--- src/rtl/reset_sequencer_if.sv ---
// Reset request/response bundle between request sources and the reset sequencer.
// The master side raises requests and observes the sequenced resets; the sequencer is the slave.
interface reset_sequencer_if #(
  parameter int NREQ = 2,
  parameter int NOUT = 3
);
  logic [NREQ-1:0] ResetReq;
  logic            SwReq;
  logic            CauseClear;
  logic [NOUT-1:0] ResetOut;
  logic            ResetDone;
  logic [NREQ:0]   ResetCause;

  modport master (
    output ResetReq, SwReq, CauseClear,
    input  ResetOut, ResetDone, ResetCause
  );

  modport slave (
    input  ResetReq, SwReq, CauseClear,
    output ResetOut, ResetDone, ResetCause
  );
endinterface

--- src/rtl/reset_sequencer.sv ---
// Ordered reset release: synchronises async requests, holds all outputs for a minimum time,
// then deasserts ResetOut[0..NOUT-1] one by one with a fixed gap and records the reset cause.
module reset_sequencer #(
  parameter int NREQ       = 2,
  parameter int NOUT       = 3,
  parameter int SYNCSTAGES = 2,
  parameter int HOLDCYCLES = 16,
  parameter int STAGEGAP   = 4
) (
  input  logic             clk,
  input  logic             reset,
  reset_sequencer_if.slave bus
);

  localparam int MAXC = (HOLDCYCLES > STAGEGAP) ? HOLDCYCLES : STAGEGAP;
  localparam int CW   = $clog2(MAXC + 1);
  localparam int SW   = $clog2(NOUT + 1);

  typedef enum logic [1:0] {ST_ASSERT, ST_RELEASE, ST_RUN} state_t;

  state_t          state_reg;
  logic [CW-1:0]   cnt_reg;
  logic [CW-1:0]   cnt_next;
  logic [SW-1:0]   stage_reg;
  logic [NOUT-1:0] out_reg;
  logic [NOUT-1:0] rel_mask;
  logic            done_reg;
  logic [NREQ:0]   cause_reg;
  logic [NREQ:0]   cause_next;
  logic [NREQ-1:0] req_sync;
  logic            req;

  genvar gi;

  generate
    for (gi = 0; gi < NREQ; gi++) begin : g_sync
      logic [SYNCSTAGES-1:0] sync_reg;
      always_ff @(posedge clk) begin
        if (reset) begin
          sync_reg <= '0;
        end else begin
          sync_reg <= {sync_reg[SYNCSTAGES-2:0], bus.ResetReq[gi]};
        end
      end
      assign req_sync[gi] = sync_reg[SYNCSTAGES-1];
    end

    // One-hot mask of the output released by the current stage index.
    for (gi = 0; gi < NOUT; gi++) begin : g_mask
      assign rel_mask[gi] = (stage_reg == SW'(gi));
    end
  endgenerate

  assign req        = (|req_sync) | bus.SwReq;
  assign cnt_next   = cnt_reg + CW'(1);
  assign cause_next = (bus.CauseClear ? '0 : cause_reg) | {bus.SwReq, req_sync};

  always_ff @(posedge clk) begin
    if (reset) begin
      state_reg <= ST_ASSERT;
      cnt_reg   <= '0;
      stage_reg <= '0;
      out_reg   <= '1;
      done_reg  <= 1'b0;
    end else if (req) begin
      state_reg <= ST_ASSERT;
      cnt_reg   <= '0;
      stage_reg <= '0;
      out_reg   <= '1;
      done_reg  <= 1'b0;
    end else begin
      case (state_reg)
        ST_ASSERT: begin
          if (cnt_next == CW'(HOLDCYCLES)) begin
            state_reg <= ST_RELEASE;
            cnt_reg   <= '0;
            stage_reg <= SW'(1);
            out_reg   <= out_reg & ~NOUT'(1);
          end else begin
            cnt_reg <= cnt_next;
          end
        end
        ST_RELEASE: begin
          if (cnt_next == CW'(STAGEGAP)) begin
            cnt_reg <= '0;
            // Reaching the stage count consumes one final gap before RUN.
            if (stage_reg == SW'(NOUT)) begin
              state_reg <= ST_RUN;
              done_reg  <= 1'b1;
            end else begin
              out_reg   <= out_reg & ~rel_mask;
              stage_reg <= stage_reg + SW'(1);
            end
          end else begin
            cnt_reg <= cnt_next;
          end
        end
        default: begin
          state_reg <= ST_RUN;
        end
      endcase
    end
  end

  always_ff @(posedge clk) begin
    if (reset) begin
      cause_reg <= '0;
    end else begin
      cause_reg <= cause_next;
    end
  end

  assign bus.ResetOut   = out_reg;
  assign bus.ResetDone  = done_reg;
  assign bus.ResetCause = cause_reg;

endmodule

--- src/flat_wrapper.sv ---
// flat-port wrapper written by rule: the top's interface ports become plain ports
module reset_sequencer_flat 
#(
  parameter int NREQ       = 2,
  parameter int NOUT       = 3,
  parameter int SYNCSTAGES = 2,
  parameter int HOLDCYCLES = 16,
  parameter int STAGEGAP   = 4
)
  (clk, reset, bus_ResetReq, bus_SwReq, bus_CauseClear, bus_ResetOut, bus_ResetDone, bus_ResetCause);
  reset_sequencer_if #(.NREQ(NREQ), .NOUT(NOUT)) bus_i ();
  input  logic clk;
  input  logic reset;
  input wire logic [$bits(bus_i.ResetReq)-1:0] bus_ResetReq;
  input wire logic [$bits(bus_i.SwReq)-1:0] bus_SwReq;
  input wire logic [$bits(bus_i.CauseClear)-1:0] bus_CauseClear;
  output wire logic [$bits(bus_i.ResetOut)-1:0] bus_ResetOut;
  output wire logic [$bits(bus_i.ResetDone)-1:0] bus_ResetDone;
  output wire logic [$bits(bus_i.ResetCause)-1:0] bus_ResetCause;
  assign bus_i.ResetReq = bus_ResetReq;
  assign bus_i.SwReq = bus_SwReq;
  assign bus_i.CauseClear = bus_CauseClear;
  assign bus_ResetOut = bus_i.ResetOut;
  assign bus_ResetDone = bus_i.ResetDone;
  assign bus_ResetCause = bus_i.ResetCause;
  reset_sequencer #(.NREQ(NREQ), .NOUT(NOUT), .SYNCSTAGES(SYNCSTAGES), .HOLDCYCLES(HOLDCYCLES), .STAGEGAP(STAGEGAP)) u_core (.clk(clk), .reset(reset), .bus(bus_i));
endmodule
--- config.mk ---
export PLATFORM = sky130hd
export DESIGN_NAME = reset_sequencer_flat
export DESIGN_NICKNAME = d
export VERILOG_FILES = /design/src/rtl/reset_sequencer_if.sv /design/src/rtl/reset_sequencer.sv /design/src/flat_wrapper.sv
export SDC_FILE = /design/constraint.sdc
export NUM_CORES = 1
export LEC_CHECK = 0
export BUFFER_PORTS_ARGS = -buffer_cell sky130_fd_sc_hd__buf_4
export CAP_MARGIN = 20
export CORE_ASPECT_RATIO = 0.75
export CORE_MARGIN = 2
export CORE_UTILIZATION = 50
export CTS_BUF_LIST = sky130_fd_sc_hd__clkbuf_8
export DETAILED_ROUTE_END_ITERATION = 12
export HOLD_SLACK_MARGIN = 0.08
export PLACE_DENSITY_LB_ADDON = 0.1
export SLEW_MARGIN = 20
export SYNTH_ARGS = -nofsm -noshare
export SYNTH_HDL_FRONTEND = slang
export SYNTH_SLANG_ARGS = --single-unit
--- constraint.sdc ---
create_clock -name clk -period 2.29 [get_ports clk]
set_input_delay 0.5725 -clock clk [delete_from_list [all_inputs] [get_ports clk]]
set_output_delay 0.5725 -clock clk [all_outputs]
set_load 0.1 [all_outputs]
### Yosys cells after proc, flatten, opt, wreduce, memory -nomap -nowiden

Index checks and enable logic that the tools add are counted.

* register bits after elaboration: 20
* input port bits: 6

* $add $sub $neg: 2
* muxes and demuxes: 15
* bitwise operators: 6
* reductions and logical operators: 9
* equal/unequal tests: 10

Operators by type and width (number)
* 2-bit 2-to-1 mux: 5
* 5-bit 2-to-1 mux: 2
* 5-bit case mux with 2 select lines: 1
* 3-bit 2-to-1 mux: 3
* 2-bit case mux with 2 select lines: 2
* 4-bit AND reduction: 2
* 2-bit by 1-bit != test with 1-bit output, second input constant: 3
* 3-bit case mux with 2 select lines: 1
* 3-bit AND reduction: 2
* 5-bit by 1-bit adder with 5-bit output, second input constant: 1
* 5-bit by 3-bit equality test with 1-bit output, second input constant: 1
* 5-bit equality test, second input constant: 1
* 2-bit by 1-bit equality test with 1-bit output, second input constant: 2
* 2-bit equality test, second input constant: 2
* 2-bit zero test: 2
* 2-bit OR reduction: 2
* 3-bit AND: 1
* 3-bit inverter: 1
* 3-bit bitwise OR: 1
* 2-bit by 1-bit adder with 2-bit output, second input constant: 1
* 2-bit != test, second input constant: 1
* 1-bit inverter: 2
* 2-bit nonzero test: 1
* 1-bit 2-to-1 mux: 1
* 1-bit bitwise OR: 1

### Depth between registers and ports, before layout

* depth after elaboration: 6
* depth in mapped cells: 6

### Worst setup path after synthesis

OpenSTA, ideal clock, no wires.

* kind: input to register
* from: input port bus_SwReq
* to: register u_core.cnt_reg[0]
* cell stages on the path: 3
* library setup time: 0.069 ns
* setup slack: 0.698 ns
* data arrival time: 1.523 ns
* cells stage by stage: or4_4 a2111o_1 o21ai_1

* cells in the longest elaborated chain, start to end: 2

Ends and longest elaborated chain
* start: declaration: RTL line flat_wrapper.sv:15 `input wire logic [$bits(bus_i.SwReq)-1:0] bus_SwReq;`
* 1-bit bitwise OR: RTL line reset_sequencer.sv:54 `assign req = (|req_sync) | bus.SwReq;`
* 2-bit OR reduction (no line)
* end signal: assignment: RTL line reset_sequencer.sv:80 `cnt_reg <= cnt_next;`
* end signal: assignment: RTL line reset_sequencer.sv:95 `cnt_reg <= cnt_next;`
* end: declaration: RTL line reset_sequencer.sv:22 `logic [CW-1:0] cnt_reg;`

No other way between the ends.
A chain may end at the register's enable or synchronous reset.

### Worst setup path after layout

* from: register u_core.cnt_reg[0]
* to: register u_core.stage_reg[0]

* cells in the longest elaborated chain, start to end: 4
* elaborated cells between the ends (all ways): 6

Ends and longest elaborated chain
* 5-bit by 1-bit adder with 5-bit output (*): RTL line reset_sequencer.sv:55 `assign cnt_next = cnt_reg + CW'(1);`
* 5-bit by 3-bit equality test with 1-bit output / 5-bit equality test (equally long branches): RTL line reset_sequencer.sv:84, reset_sequencer.sv:74
* 2-bit by 1-bit != test with 1-bit output (no line)
* 4-bit AND reduction (no line) (*)
* end signal: assignment: RTL line reset_sequencer.sv:92 `stage_reg <= stage_reg + SW'(1);`
* end: declaration: RTL line reset_sequencer.sv:24 `logic [SW-1:0] stage_reg;`

Every way passes the cells marked *; elsewhere a longest branch is shown, timed or not.

==> impl_metrics.tcl <==
set metrics [dict create \
    status "finished, final reports clean" \
    firstDrtPassIters 4 \
    grt_max_degree 13 \
    synthFlopType "dfxtp_1" \
    path_class "reg2reg" \
    ys_ff_latch 20 \
    netSwitchingFraction_pct 22.6 \
    clkPwrFrac_pct 35.0 \
    ctsRootBufferMaster "clkbuf_8" \
    cts_max_path_buffers 2 \
    ys_seq_area_share_pct 44.3 \
    peakVddDrop_uv 537 \
    rsz0062_at_grt "no" \
    post-route-period-util_pct 76.1 \
    antenna_left 0 \
    timing_hold_violations_final 0 \
    synthToLayoutAreaGrowth_pct 17.3 \
    clk_pin_slew_worst_paths_ns 0.07 \
    wire_per_inst_um 12.6 \
    totalWireLength_um 1660 \
    detailed_place_hpwl_um 1230 \
    num-fill-cells 154 \
    setup_viol 0 \
    syn_area_um2 903 \
    insertion_delay_ns 0.25 \
    drc 0 \
    maxSlewHeadroom_pct 69.0 \
    critPathRequiredTime_ns 2.43 \
    hp-class "reg2reg" \
    final_area_um2 1060 \
    ys_types 37 \
    syn-num-nets 106 \
    yosys.area.top_type "dfxtp_1" \
    grt.total_usage_pct 17.6 \
    max_clock_freq_mhz 574 \
    cts_htree_levels 1 \
    numClockSinks 20 \
    slowest_delay_ns 0.52 \
    synth_warnings 0 \
    cts_tree "yes" \
    powerDensity_nw_per_um2 598 \
    tightest_slew_ns 0.461 \
    avgSynthCellArea_um2 9.51 \
    final.min_clock_period_ns 1.74 \
    synthCells 95 \
    coreArea_um2 1720 \
    synth.top_cell.area_share_pct 44.3 \
    p_switching_uw 143 \
    synth.area.top_cells "dfxtp_1 44%, ha_1 6.9%, nor2b_1 4.8%, a21oi_1 4.4%, nor2_1 3.7%" \
    critPathArrivalTime_ns 1.88 \
    hold_buffers 0 \
    grt_pass1_vias 608 \
    drt-initial-drc-count 9 \
    overflow 0 \
    cp_slowest_cell "or4b_4" \
    start_util_pct 52.4 \
    dieArea_um2 2170 \
    cts_inserted_buffers 3 \
    gp_congestion 0.749 \
    via_count 721 \
    crit_path_start_kind "register" \
    async_flop_share_pct 0 \
    drv.max_cap_violation_count 0 \
    place_area_um2 1020 \
    grt_pass1_wl_um 2620 \
    synth_edf_count 0 \
    via_per_inst 5.50 \
    post-cts-setup-buffer-count 0 \
    stdcell_count 131 \
    die_y_um 40.8 \
    drive_above_1_share_pct 21.1 \
    combPwrFrac_pct 8.3 \
    cts_resized 0 \
    portBuffers 12 \
    seq_power_share_pct 56.8 \
    hold_ws_ns 0.441 \
    largest_reg_flops 5 \
    leakagePower_uw 0.000401 \
    setup_tns_ns 0 \
    io-pin-count 13 \
    row_count 13 \
    die_w_um 53.1 \
    antenna_found_initial 0 \
    end_kind "register" \
    postLayoutCoreUtil_pct 61.5 \
    p_int_uw 490 \
    report.final.slew_viol_count 0 \
    antennaDiodeCount 0 \
    final_nets 122 \
    placed_cells 128 \
    critPathMaxFanout 5 \
    cp_cell_sequence "ha_1 > or4b_4 > nor2_1 > a31oi_1 > o31a_2" \
    clock_skew_ns 0.00309 \
]
==> area by class of cell <==
cell class | instances | area [um^2] | area share, %
well taps | 22 | 27.5 | 2.60
multi-input cells | 68 | 470 | 44.4
clock buffers | 3 | 41.3 | 3.90
repair buffers | 14 | 105 | 9.92
flip-flops and latches | 20 | 400 | 37.8
inverters | 4 | 15.0 | 1.42
==> power groups by stage <==
stage	Combinational [uW]	Clock (uW)	Sequential (uW)
CTS	52.2	229	359
global placement	51.3	0	367
global route	55.9	245	360
detailed placement	52.2	0	367
finish	52.2	221	360
floorplan	17.2	0	384
==> cell usage after synthesis, types with 2 or more instances <==
master,instances
inv_1,4
nand2_1,3
dfxtp_1,20
nand3_1,3
a31oi_1,3
nor2_1,9
a21oi_1,8
nor3_1,3
o21ai_1,2
buf_2,2
ha_1,5
nand2b_1,2
nor2b_1,7
==> metal layers <==
metal / part of all wire [%] / vias to the layer above / track usage, %
li1: - / 370 / -
met1: 51 / 335 / 22.6
met2: 43 / 14 / 27.8
met3: 5.0 / 2 / 7.30
met4: 0.48 / 0 / 4.49
met5: 0 / - / 0
==> worst paths after layout <==
check | endpoint | cells after the start | start | slack (ns)
hold / removal | u_core.g_sync[0].sync_reg[1] | 1 | u_core.g_sync[0].sync_reg[0] | 0.44
hold reg to reg | u_core.g_sync[0].sync_reg[1] | 1 | u_core.g_sync[0].sync_reg[0] | 0.44
setup reg to reg | u_core.stage_reg[0] | 5 | u_core.cnt_reg[0] | 0.55
setup / recovery | u_core.stage_reg[0] | 5 | u_core.cnt_reg[0] | 0.55
==> kinds of logic after synthesis <==
| logic type | Yosys count | share of synthesized area, % |
|---|---|---|
| and+or+nand+nor | 37 | 24.8 |
| AOI/OAI and AO/OA | 23 | 17.3 |
| DFF | 20 | 44.3 |
| buffers and inverters | 7 | 3.60 |
| adders and majority gates | 5 | 6.93 |
| xor gates and xnor gates | 2 | 1.94 |
| muxes | 1 | 1.11 |
==> critical path: cells and delay by family, from the launching register on <==
family / cells / cell delay [ns]
AND/OR/NAND/NOR: 2 / 0.74
flip-flops: 1 / 0.40
adder cells (fa/ha/maj): 1 / 0.25
AO/OA/AOI/OAI: 2 / 0.24
==> through the flow <==
stage          worst slack, ns  total power [uW]
6_report                 0.547               633
5_1_grt                  0.460               661
4_1_cts                  0.560               640
3_5_place_dp             0.380               420
3_3_place_gp             0.456               419
2_1_floorplan            0.698               402
==> placed cells by master, fill, tap and decap left out, drive strengths merged, types with 2 or more instances in the layout <==
master and n:
nor3 4, ha 5, nor2 9, a21oi 9, nand3 3, buf 14, or2 2, nor2b 7
dfxtp 20, a31oi 3, o21ai 2, clkbuf 3, nand2 3, nand2b 2, inv 4
Power figures use the tool's default switching activity.
